`src/rtl/pipe_ctrl_pkg.sv`:
```
// pipe_ctrl_pkg: shared types and constants for the pipeline stall/flush sequencer.
package pipe_ctrl_pkg;

    // Width of the divider latency down-counter (covers DIV_CYCLES up to 63).
    localparam int CNT_W = 6;

    // Default divider latency in cycles after the start pulse.
    localparam int DIV_CYCLES_DEFAULT = 4;

    // Sequencer states: RUN for normal flow, DIV while the iterative divider works.
    typedef enum logic {
        RUN = 1'b0,
        DIV = 1'b1
    } state_e;

    // Decrement that stops at zero, used while a memory wait freezes the divide exit.
    function automatic logic [CNT_W-1:0] cnt_dec_sat(input logic [CNT_W-1:0] c);
        return (c == '0) ? '0 : c - CNT_W'(1);
    endfunction

endpackage

```
`src/rtl/pipe_perf_cnt.sv`:
```
// pipe_perf_cnt: 32-bit saturating event counter with enable and active-low sync reset.
module pipe_perf_cnt (
    input  logic        clk,
    input  logic        rst_n_i,
    input  logic        en_i,
    output logic [31:0] cnt_o
);

    logic [31:0] cnt_q;

    // Count enabled cycles, sticking at all-ones instead of wrapping.
    always_ff @(posedge clk) begin
        if (!rst_n_i) begin
            cnt_q <= '0;
        end else if (en_i && (cnt_q != 32'hFFFF_FFFF)) begin
            cnt_q <= cnt_q + 32'd1;
        end
    end

    assign cnt_o = cnt_q;

endmodule

```
`src/rtl/pipe_ctrl.sv`:
```
// pipe_ctrl: central stall/flush sequencer for the five-stage pipeline.
// Merges exception, data-memory wait, divider sequencing, load-use and branch
// requests into per-stage write-enables and bubble controls.
// Optional build macro PIPE_CTRL_PERF_EN adds saturating stall/flush counters;
// without it stall_cnt and flush_cnt are constant zero.
module pipe_ctrl
    import pipe_ctrl_pkg::*;
#(
    parameter int DIV_CYCLES = DIV_CYCLES_DEFAULT
) (
    input  logic        clk,
    input  logic        rst,
    input  logic        ld_use_stall,
    input  logic        div_EXE,
    input  logic        mem_req_MEM,
    input  logic        mem_ack,
    input  logic        br_taken_ID,
    input  logic        exc_WB,
    output logic        div_start,
    output logic        div_busy,
    output logic        div_cancel,
    output logic        PCWrite,
    output logic        IF_ID_Write,
    output logic        ID_EXE_Write,
    output logic        EXE_MEM_Write,
    output logic        MEM_WB_Write,
    output logic        IF_ID_Flush,
    output logic        ID_EXE_Flush,
    output logic        EXE_MEM_Flush,
    output logic        MEM_WB_Flush,
    output logic [31:0] stall_cnt,
    output logic [31:0] flush_cnt
);

    // The start cycle itself is the first stall cycle, so DIV holds DIV_CYCLES-1 more.
    localparam logic [CNT_W-1:0] DIV_LOAD = CNT_W'(DIV_CYCLES - 1);

    state_e           state_q;
    logic [CNT_W-1:0] cnt_q;

    logic mem_wait;
    logic in_div;
    logic cnt_zero;

    assign mem_wait = mem_req_MEM & ~mem_ack;
    assign in_div   = (state_q == DIV);
    assign cnt_zero = (cnt_q == '0);

    // Sequencer state and divider latency counter, highest-priority event first.
    always_ff @(posedge clk) begin
        if (!rst) begin
            state_q <= RUN;
            cnt_q   <= '0;
        end else if (exc_WB) begin
            state_q <= RUN;
            cnt_q   <= '0;
        end else if (mem_wait) begin
            // Divider keeps running underneath, but DIV is not left until memory answers.
            if (in_div) begin
                cnt_q <= cnt_dec_sat(cnt_q);
            end
        end else if (in_div) begin
            if (cnt_zero) begin
                state_q <= RUN;
            end else begin
                cnt_q <= cnt_q - CNT_W'(1);
            end
        end else if (div_EXE) begin
            state_q <= DIV;
            cnt_q   <= DIV_LOAD;
        end
    end

    // Per-stage write/flush decode from state, counter and current requests.
    always_comb begin
        PCWrite       = 1'b1;
        IF_ID_Write   = 1'b1;
        ID_EXE_Write  = 1'b1;
        EXE_MEM_Write = 1'b1;
        MEM_WB_Write  = 1'b1;
        IF_ID_Flush   = 1'b0;
        ID_EXE_Flush  = 1'b0;
        EXE_MEM_Flush = 1'b0;
        MEM_WB_Flush  = 1'b0;
        div_start     = 1'b0;
        div_busy      = 1'b0;
        div_cancel    = 1'b0;

        if (!rst) begin
            // Reset loads bubbles everywhere; divider flags drop immediately.
            IF_ID_Flush   = 1'b1;
            ID_EXE_Flush  = 1'b1;
            EXE_MEM_Flush = 1'b1;
            MEM_WB_Flush  = 1'b1;
        end else begin
            div_busy = in_div;
            if (exc_WB) begin
                // PC still loads so the externally selected handler vector is taken.
                IF_ID_Flush   = 1'b1;
                ID_EXE_Flush  = 1'b1;
                EXE_MEM_Flush = 1'b1;
                MEM_WB_Flush  = 1'b1;
                div_cancel    = in_div;
            end else if (mem_wait) begin
                PCWrite       = 1'b0;
                IF_ID_Write   = 1'b0;
                ID_EXE_Write  = 1'b0;
                EXE_MEM_Write = 1'b0;
                MEM_WB_Flush  = 1'b1;
            end else if (in_div && !cnt_zero) begin
                PCWrite       = 1'b0;
                IF_ID_Write   = 1'b0;
                ID_EXE_Write  = 1'b0;
                EXE_MEM_Flush = 1'b1;
            end else if (!in_div && div_EXE) begin
                div_start     = 1'b1;
                PCWrite       = 1'b0;
                IF_ID_Write   = 1'b0;
                ID_EXE_Write  = 1'b0;
                EXE_MEM_Flush = 1'b1;
            end else if (!in_div && ld_use_stall) begin
                PCWrite       = 1'b0;
                IF_ID_Write   = 1'b0;
                ID_EXE_Flush  = 1'b1;
            end else if (br_taken_ID) begin
                // Reached only when nothing stalls, including the divide release cycle.
                IF_ID_Flush   = 1'b1;
            end
        end
    end

`ifdef PIPE_CTRL_PERF_EN
    logic [1:0]       perf_en;
    logic [1:0][31:0] perf_val;

    assign perf_en = {exc_WB, ~PCWrite};

    // Index 0 counts PC-stall cycles, index 1 counts exception flushes.
    generate
        for (genvar gi = 0; gi < 2; gi++) begin : g_perf
            pipe_perf_cnt u_cnt (
                .clk     (clk),
                .rst_n_i (rst),
                .en_i    (perf_en[gi]),
                .cnt_o   (perf_val[gi])
            );
        end
    endgenerate

    assign stall_cnt = perf_val[0];
    assign flush_cnt = perf_val[1];
`else
    assign stall_cnt = '0;
    assign flush_cnt = '0;
`endif

endmodule

```
`config.mk`:
```
export PLATFORM = sky130hd
export DESIGN_NAME = pipe_ctrl
export DESIGN_NICKNAME = d
export VERILOG_FILES = /design/src/rtl/pipe_ctrl_pkg.sv /design/src/rtl/pipe_perf_cnt.sv /design/src/rtl/pipe_ctrl.sv
export SDC_FILE = /design/constraint.sdc
export NUM_CORES = 1
export LEC_CHECK = 0
export BUFFER_PORTS_ARGS = -buffer_cell sky130_fd_sc_hd__buf_4
export CAP_MARGIN = 0
export CORE_MARGIN = 2
export CORE_UTILIZATION = 40
export DETAILED_ROUTE_END_ITERATION = 10
export PLACE_DENSITY = 0.81
export SYNTH_ARGS = -nofsm -noshare
export SYNTH_HDL_FRONTEND = slang
export SYNTH_SLANG_ARGS = --single-unit
export TNS_END_PERCENT = 20
```
`constraint.sdc`:
```
create_clock -name clk -period 2.15 [get_ports clk]
set_input_delay 0.43 -clock clk [delete_from_list [all_inputs] [get_ports clk]]
set_output_delay 0.43 -clock clk [all_outputs]
set_load 0.02 [all_outputs]
```
== Yosys cells after proc, flatten, opt, wreduce, memory -nomap -nowiden ==
Index checks and enable logic that the tools add are counted.
Word-level totals
  memories: 0
  bits in writable memories: 0
  flip-flop bits (word level): 7
  ROM bits: 0
  latch bits: 0
  bits of input ports: 8
  output and inout port bits: 76
Cells by class
  order comparisons: 0
  reduce and logical (&&, ||, !) cells: 9
  div/mod/pow operators: 0
  bitwise operators: 3
  shift operators: 0
  mux-type cells: 51
  multiply operators: 0
  $add $sub $neg: 1
  equality and inequality tests: 2
Operators with widths (number)
  $mux W1: 45
  $mux W6: 6
  $logic_not A6 Y1: 1
  $sub A6 B1 Y6 const B: 1
  $logic_and A1 B1 Y1: 3
  $ne A3 B3 Y1 const B: 1
  $reduce_and A3 Y1: 1
  $logic_not A1 Y1: 2
  $ne A2 B2 Y1 const B: 1
  $not A1 Y1: 2
  $reduce_bool A2 Y1: 1
  $reduce_or A2 Y1: 1
  $and A1 B1 Y1: 1

== Longest topological paths before layout ==
Gate-level depths: netlist (run 1).
  depth in word-level cells: 8
  mapped depth: 7
  gate-level depth less buffers: 6

== Least setup slack after synthesis (run 1) ==
OpenSTA, ideal clock, no wires.
  path kind: reg-to-output
  start: reg cnt_q[2]
  end: out PCWrite
  stages on the path, launching flop included: 6
  path buffers: 1
  arrival: 1.844 ns
  data required time: 1.720 ns
  slack: -0.124 ns
  cells stage by stage: dfxtp_1 -> or3_4 -> nor2_1 -> a21oi_1 -> o21ai_0 -> buf_4
On the way
  word-level cells in the longest chain between the ends: 7
Ends and longest elaborated chain
  start, declared: line pipe_ctrl.sv:39  | logic [CNT_W-1:0] cnt_q;
  start signal, assigned: line pipe_ctrl.sv:60  | cnt_q <= cnt_dec_sat(cnt_q);
  start signal, assigned: line pipe_ctrl.sv:66  | cnt_q <= cnt_q - CNT_W'(1);
  $logic_not A6 Y1: line pipe_ctrl.sv:47  | assign cnt_zero = (cnt_q == '0);
  $logic_not A1 Y1: line pipe_ctrl.sv:110  | end else if (in_div && !cnt_zero) begin
  $logic_and A1 B1 Y1: line pipe_ctrl.sv:110
  $mux W1 (4 in a row)
  end, declared: line pipe_ctrl.sv:22  | output logic PCWrite,
Every way passes these cells.

== Final worst setup path (run 1) ==
  start: reg cnt_q[4]
  end: out IF_ID_Write
On the way
  word-level cells in the longest chain between the ends: 7
Ends and longest elaborated chain
  $logic_not A6 Y1: line pipe_ctrl.sv:47
  $logic_not A1 Y1: line pipe_ctrl.sv:110
  $logic_and A1 B1 Y1: line pipe_ctrl.sv:110
  $mux W1: line pipe_ctrl.sv:110
  $mux W1: line pipe_ctrl.sv:104  | end else if (mem_wait) begin
  $mux W1: line pipe_ctrl.sv:97  | if (exc_WB) begin
  $mux W1: line pipe_ctrl.sv:89  | if (!rst) begin
  end, declared: line pipe_ctrl.sv:23  | output logic IF_ID_Write,
Every way passes these cells.

==> out/qor.yml, run 1 <==
yosys:
  syn_area_sq_um: 1064
  synth_top_cell_area_share_pct: 46.59
  ys_ff_latch: 7
  synthCells: 139
  syn_area_per_cell_sq_um: 7.651
  synth_top_cell_by_area: "buf_4"
  yosys-top-cells-area: "buf_4 47%, dfxtp_1 13%, mux2i_1 3.8%, a21oi_1 2.8%, nand3_1 2.8%"
  ys_seq_area_share_pct: 13.18
  synth_cell_types: 30
  yosys_warnings: 0
global_route:
  antenna_found_initial: 0
  grt_first_pass_wirelength_um: 2214
  track_usage_pct: 8.535
  grt_max_degree: 14
  grt_pass1_vias: 534
  overflow: 0
place:
  placed_cells: 182
  gp_congestion: 0.7969
  dp_slack_ns: 0.2501
  port_buffers: 18
  dpl.hpwl_um: 1294
routing:
  drc: 0
  viasPerCell: 3.968
  met3_length_um: 162
  first_iter_violations: 17
  met2_length_um: 810
  post_drt_wl_per_cell_um: 8.080
  wl_met1_um: 538
  vias: 742
  highest_layer: "met3"
  drt-total-wl_um: 1511
  first_pass_iters: 4
  ant_nets: 0
finish:
  drive_gt1_share_pct: 21.02
  num-nets-final: 168
  final_common_cell: "conb_1"
  syn_to_final_growth_pct: -5.647
  fill_cells: 265
  final_cell_mix: "65 x conb_1, 20 x buf_4, 7 x nand2_1"
  fin_util_pct: 40.14
  layout.cells.non_filler: 187
  antennaDiodeCount: 0
clock_network:
  cts-root-buf: "clkbuf_4"
  cts_made_buffers: 3
  clock_path_buffers: 2
  clk_latency_ns: 0.24
  clkSinkCount: 7
  tritoncts: "done"
  htree_levels: 1
  clk_pin_slew_ns: 0.05
sta:
  fin_skew_ns: 0.003760
  setup_viol: 0
  min_period_ns: 2.021
  drv_slew: 0
  setup_ws_ns: 0.1291
  max_freq_mhz: 494.8
  worst_slew_pin_slew_ns: 0.5892
  max_slew_margin_pct: 59.70
  finalHoldViolations: 0
  timing.final.crit_share_pct: 94.00
die:
  die_y_um: 55.57
  placementRows: 18
  start_util_pct: 42.54
  io_pins: 84
  die-width_um: 55.57
  core_area_sq_um: 2500
  dieArea_sq_um: 3087
worst_setup_path:
  crit_buf_inv: 1
  cp_cell_sequence: "or3_4 -> nor2_4 -> a21oi_1 -> o21ai_1 -> buf_4"
  endpoint_kind: "primary output"
  cp_top_family: "simple AND/OR/NAND/NOR gates"
  cp_max_fo: 5
  crit_arrival_ns: 1.59
  critPathMaxStageDelay_ns: 0.41
  criticalPathCategory: "reg -> out"
  worst_ep_required_time_ns: 1.72
  start_kind: "flip-flop"
  slowest_stage: "or3_4"
run_status:
  status: "complete, no violations"
power:
  total_power_uw: 483.7
  p_per_area_nw_per_um2: 482.1
  ir_worst_vdd_v: 0.0002258
  static-leakage-power_nw: 0.5181
run:
  cap_violations: 0
min_path:
  hold_path.class: "reg -> reg"
layout make-up:
cell class	instances	area, sq um	share of cell area, %
multi-input combinational	123	635.6	63.34
timing repair buffer	20	150.1	14.96
sequential	7	141.4	14.09
tap	30	37.54	3.741
clock buffer	3	22.52	2.244
inverter	3	11.26	1.122
clock inverter	1	5.005	0.4988
Yosys cell counts:
| master | number |
|---|---|
| buf_6 | 2 |
| mux2_2 | 1 |
| a21o_1 | 1 |
| o22a_1 | 1 |
| mux2i_1 | 4 |
| nand3_1 | 6 |
| or3_4 | 1 |
| nand2b_2 | 1 |
| o21ai_0 | 4 |
| and3_1 | 1 |
| nand2b_1 | 2 |
| nor3_1 | 1 |
| dfxtp_1 | 7 |
| buf_4 | 66 |
| nor2_1 | 5 |
| ha_1 | 2 |
| a21boi_1 | 1 |
| or4_4 | 1 |
| a221oi_1 | 1 |
| nand2_1 | 7 |
| buf_2 | 1 |
| and2_1 | 2 |
| inv_1 | 3 |
| o31ai_2 | 1 |
| nand3b_1 | 4 |
| a2111oi_0 | 2 |
| conb_1 | 2 |
| a21oi_1 | 6 |
| nor2b_1 | 2 |
| and2b_1 | 1 |
registers in the layout (all words and copies together), names as in the netlist:
register  count
cnt_q         6
in_div        1
path summary, 6_finish.rpt:
check / cells after the start / end / startpoint / slack, ns
min reg2reg: 2 / cnt_q[5]$_SDFFE_PP0P_ / cnt_q[5]$_SDFFE_PP0P_ / 0.49
max: 5 / IF_ID_Write / cnt_q[4]$_SDFFE_PP0P_ / 0.13
max reg2reg: 6 / cnt_q[5]$_SDFFE_PP0P_ / cnt_q[1]$_SDFFE_PP0P_ / 0.40
min: 2 / cnt_q[5]$_SDFFE_PP0P_ / cnt_q[5]$_SDFFE_PP0P_ / 0.49
routing by layer:
metal,up-vias,GRT usage [%]
met5,-,0
met4,0,3.136
met3,0,2.108
met2,51,14.46
met1,328,10.37
li1,363,-
cell families (layout without fill, tap and decap cells):
family | Yosys count | after routing | synth area share (%)
buffers and inverters | 72 | 27 | 50.24
DFF | 7 | 7 | 13.18
AOI/OAI and AO/OA | 17 | 17 | 10.59
adders and majority gates | 2 | 2 | 2.353
muxes | 5 | 5 | 4.824
and+or+nand+nor | 34 | 34 | 18.12
other | 2 | 65 | 0.7061
worst min-delay path, cell delays in order (launching register included):
cell	delay (ns)
dfxtp_1	0.32
nand3_1	0.06
mux2i_1	0.06
power breakdown:
part | switching (mW) | leakage (nW) | internal [mW] | total [mW]
sequential | 0.00780 | 0.0574 | 0.137 | 0.144
clock | 0.0451 | 0.0177 | 0.0677 | 0.113
combinational | 0.167 | 0.443 | 0.0599 | 0.227
total | 0.220 | 0.518 | 0.264 | 0.484
per-stage QoR:
step	hold slack (ns)	TNS (ns)	area [sq um]
global route	0.5216	-0.01940	1003
floorplan	0.4491	0	1300
detailed placement	0.4853	0	957.2
CTS	0.4946	0	987.2
finish	0.4853	0	1003
global placement	0.4709	0	957.2
what timing repair did:
action                                  4_1_cts  5_1_grt
gates resized for setup                       1        5
pin swaps                                     0        3
hold endpoints to repair                      0        0
buffers inserted                              0        1
endpoints found under the setup margin        5        5
hold buffers                                  0        0
Power figures use the tool's default switching activity.
==> inputs of run 2 (changes only) <==
--- a/config.mk
+++ b/config.mk
@@ -8,9 +8,9 @@
 export BUFFER_PORTS_ARGS = -buffer_cell sky130_fd_sc_hd__buf_4
 export CAP_MARGIN = 0
 export CORE_MARGIN = 2
-export CORE_UTILIZATION = 40
+export CORE_UTILIZATION = 43
 export DETAILED_ROUTE_END_ITERATION = 10
-export PLACE_DENSITY = 0.81
+export PLACE_DENSITY = 0.87
 export SYNTH_ARGS = -nofsm -noshare
 export SYNTH_HDL_FRONTEND = slang
 export SYNTH_SLANG_ARGS = --single-unit
==> constraint.sdc (replaced) <==
create_clock -name clk -period 2.6 [get_ports clk]
set_input_delay 0.52 -clock clk [delete_from_list [all_inputs] [get_ports clk]]
set_output_delay 0.52 -clock clk [all_outputs]
set_load 0.02 [all_outputs]
==> run 2 against run 1 <==
Effect of this change: clock power down 6%; global-route usage up 2.1 points; largest cell class unchanged; utilization up 0.36 points; routed wire length up 1.5%; largest power group unchanged.
==> out/qor.yml, run 2 (synthesis results as in run 1) <==
run_status:
  status: "complete, no violations"
place:
  port_buffers: 18
  dpl.hpwl_um: 1263
  placed_cells: 181
  placed_area_sq_um: 949.7
  gp_congestion: 0.8529
  dp_slack_ns: 0.5318
finish:
  antennaDiodeCount: 0
  final_cell_mix: "65 x conb_1, 18 x buf_4, 7 x nand2_1, 7 x dfxtp_1"
  syn_to_final_growth_pct: -8.235
  fin_util_pct: 40.50
  layout.cells.non_filler: 185
  finalInstanceArea_sq_um: 975.9
  num-nets-final: 166
  final_common_cell: "conb_1"
  largest_reg_flops: 6
  top_register: "cnt_q"
  drive_gt1_share_pct: 16.77
power:
  static-leakage-power_nw: 0.5040
  seq_power_share_pct: 29.5
  comb_power_share_pct: 44.2
  power.internal_uw: 215.9
  ir_worst_vdd_v: 0.0001668
  total_power_uw: 402.8
  p_per_area_nw_per_um2: 412.8
  p_clk_share_pct: 26.2
  switching_share_pct: 46.40
  switchingPower_uw: 186.9
sta:
  rsz0062_at_grt: "no"
  timing.hold.ws_ns: 0.4883
  worst_slew_pin_slew_ns: 0.5720
  max_freq_mhz: 425.7
  setup_ws_ns: 0.2508
  max_slew_margin_pct: 60.88
  timing.final.crit_share_pct: 90.35
  finalSetupTns_ns: 0
  min_period_ns: 2.349
  drv_slew: 0
  fin_skew_ns: 0.007672
  setup_viol: 0
  finalHoldViolations: 0
routing:
  viasPerCell: 3.968
  ant_nets: 0
  post_drt_wl_per_cell_um: 8.286
  vias: 734
  drt-total-wl_um: 1533
  drc: 0
  first_iter_violations: 21
  first_pass_iters: 4
worst_setup_path:
  criticalPathCategory: "reg -> out"
  endpoint_kind: "primary output"
  r2r_slack_ns: 0.81
  r2r_start: "cnt_q[0]$_SDFFE_PP0P_"
  rr_worst_depth: 6
  start_kind: "flip-flop"
  r2r_end: "cnt_q[3]$_SDFFE_PP0P_"
  crit_arrival_ns: 1.83
  cp_max_fo: 5
  worst_ep_required_time_ns: 2.08
clock_network:
  cts-root-buf: "clkbuf_4"
  cts_made_buffers: 3
  postCtsSetupBuffers: 0
  clk_pin_slew_ns: 0.06
  clkSinkCount: 7
  clk_latency_ns: 0.27
  htree_levels: 1
  clock_path_buffers: 2
  cts_resized: 0
  holdBufCountCts: 0
  tritoncts: "done"
run:
  cap_violations: 0
die:
  die-width_um: 53.73
  placementRows: 18
  core_area_sq_um: 2410
  dieArea_sq_um: 2887
  die_y_um: 53.73
  io_pins: 84
  start_util_pct: 44.13
min_path:
  min_to: "cnt_q[5]$_SDFFE_PP0P_"
  hold_path.class: "reg -> reg"
  hold_depth: 2
  min_from: "cnt_q[5]$_SDFFE_PP0P_"
global_route:
  antenna_found_initial: 0
  track_usage_pct: 10.67
  overflow: 0
  grt_first_pass_wirelength_um: 2249
  grt_max_degree: 14
  grt_pass1_vias: 564
==> run 2: cell type report <==
cell class | instances | area [sq um]
flip-flops and latches | 7 | 140.1
fillers | 261 | 1434
well taps | 30 | 37.54
clock buffers | 4 | 26.28
inverters | 3 | 11.26
repair buffers | 18 | 135.1
multi-input cells | 123 | 625.6
==> run 2: critical path, stage by stage (launching register included) <==
cell and delay, ns:
dfxtp_1 0.34, or3_4 0.41, nor2_1 0.26, a21oi_1 0.13
o21ai_0 0.24, buf_4 0.19
==> run 2: power by group through the flow <==
stage	Combinational, mW	Sequential (mW)	Clock, mW
final	0.178	0.119	0.106
after global routing	0.196	0.120	0.116
after CTS	0.176	0.119	0.108
after detailed placement	0.176	0.121	0
after global placement	0.175	0.121	0
after floorplan	0.227	0.118	0
==> run 2: per-layer routing <==
layer | vias up | global-route usage [%] | share of wire, %
met5 | - | 0 | 0
met4 | 0 | 8.974 | 3.1
met3 | 6 | 1.944 | 8.5
met2 | 45 | 18.09 | 53
met1 | 327 | 11.33 | 35
li1 | 356 | - | -
==> run 2: worst max-delay path by stage <==
stage / end / cells past startpoint / startpoint / slack [ns]
after floorplan: PCWrite / 5 / cnt_q[2]$_SDFFE_PP0P_ / 0.24
after global placement: IF_ID_Write / 5 / cnt_q[2]$_SDFFE_PP0P_ / 0.56
after detailed placement: IF_ID_Write / 5 / cnt_q[2]$_SDFFE_PP0P_ / 0.53
after CTS: IF_ID_Write / 5 / cnt_q[2]$_SDFFE_PP0P_ / 0.25
after global routing: PCWrite / 7 / cnt_q[0]$_SDFFE_PP0P_ / 0.07
final: IF_ID_Write / 5 / cnt_q[2]$_SDFFE_PP0P_ / 0.25
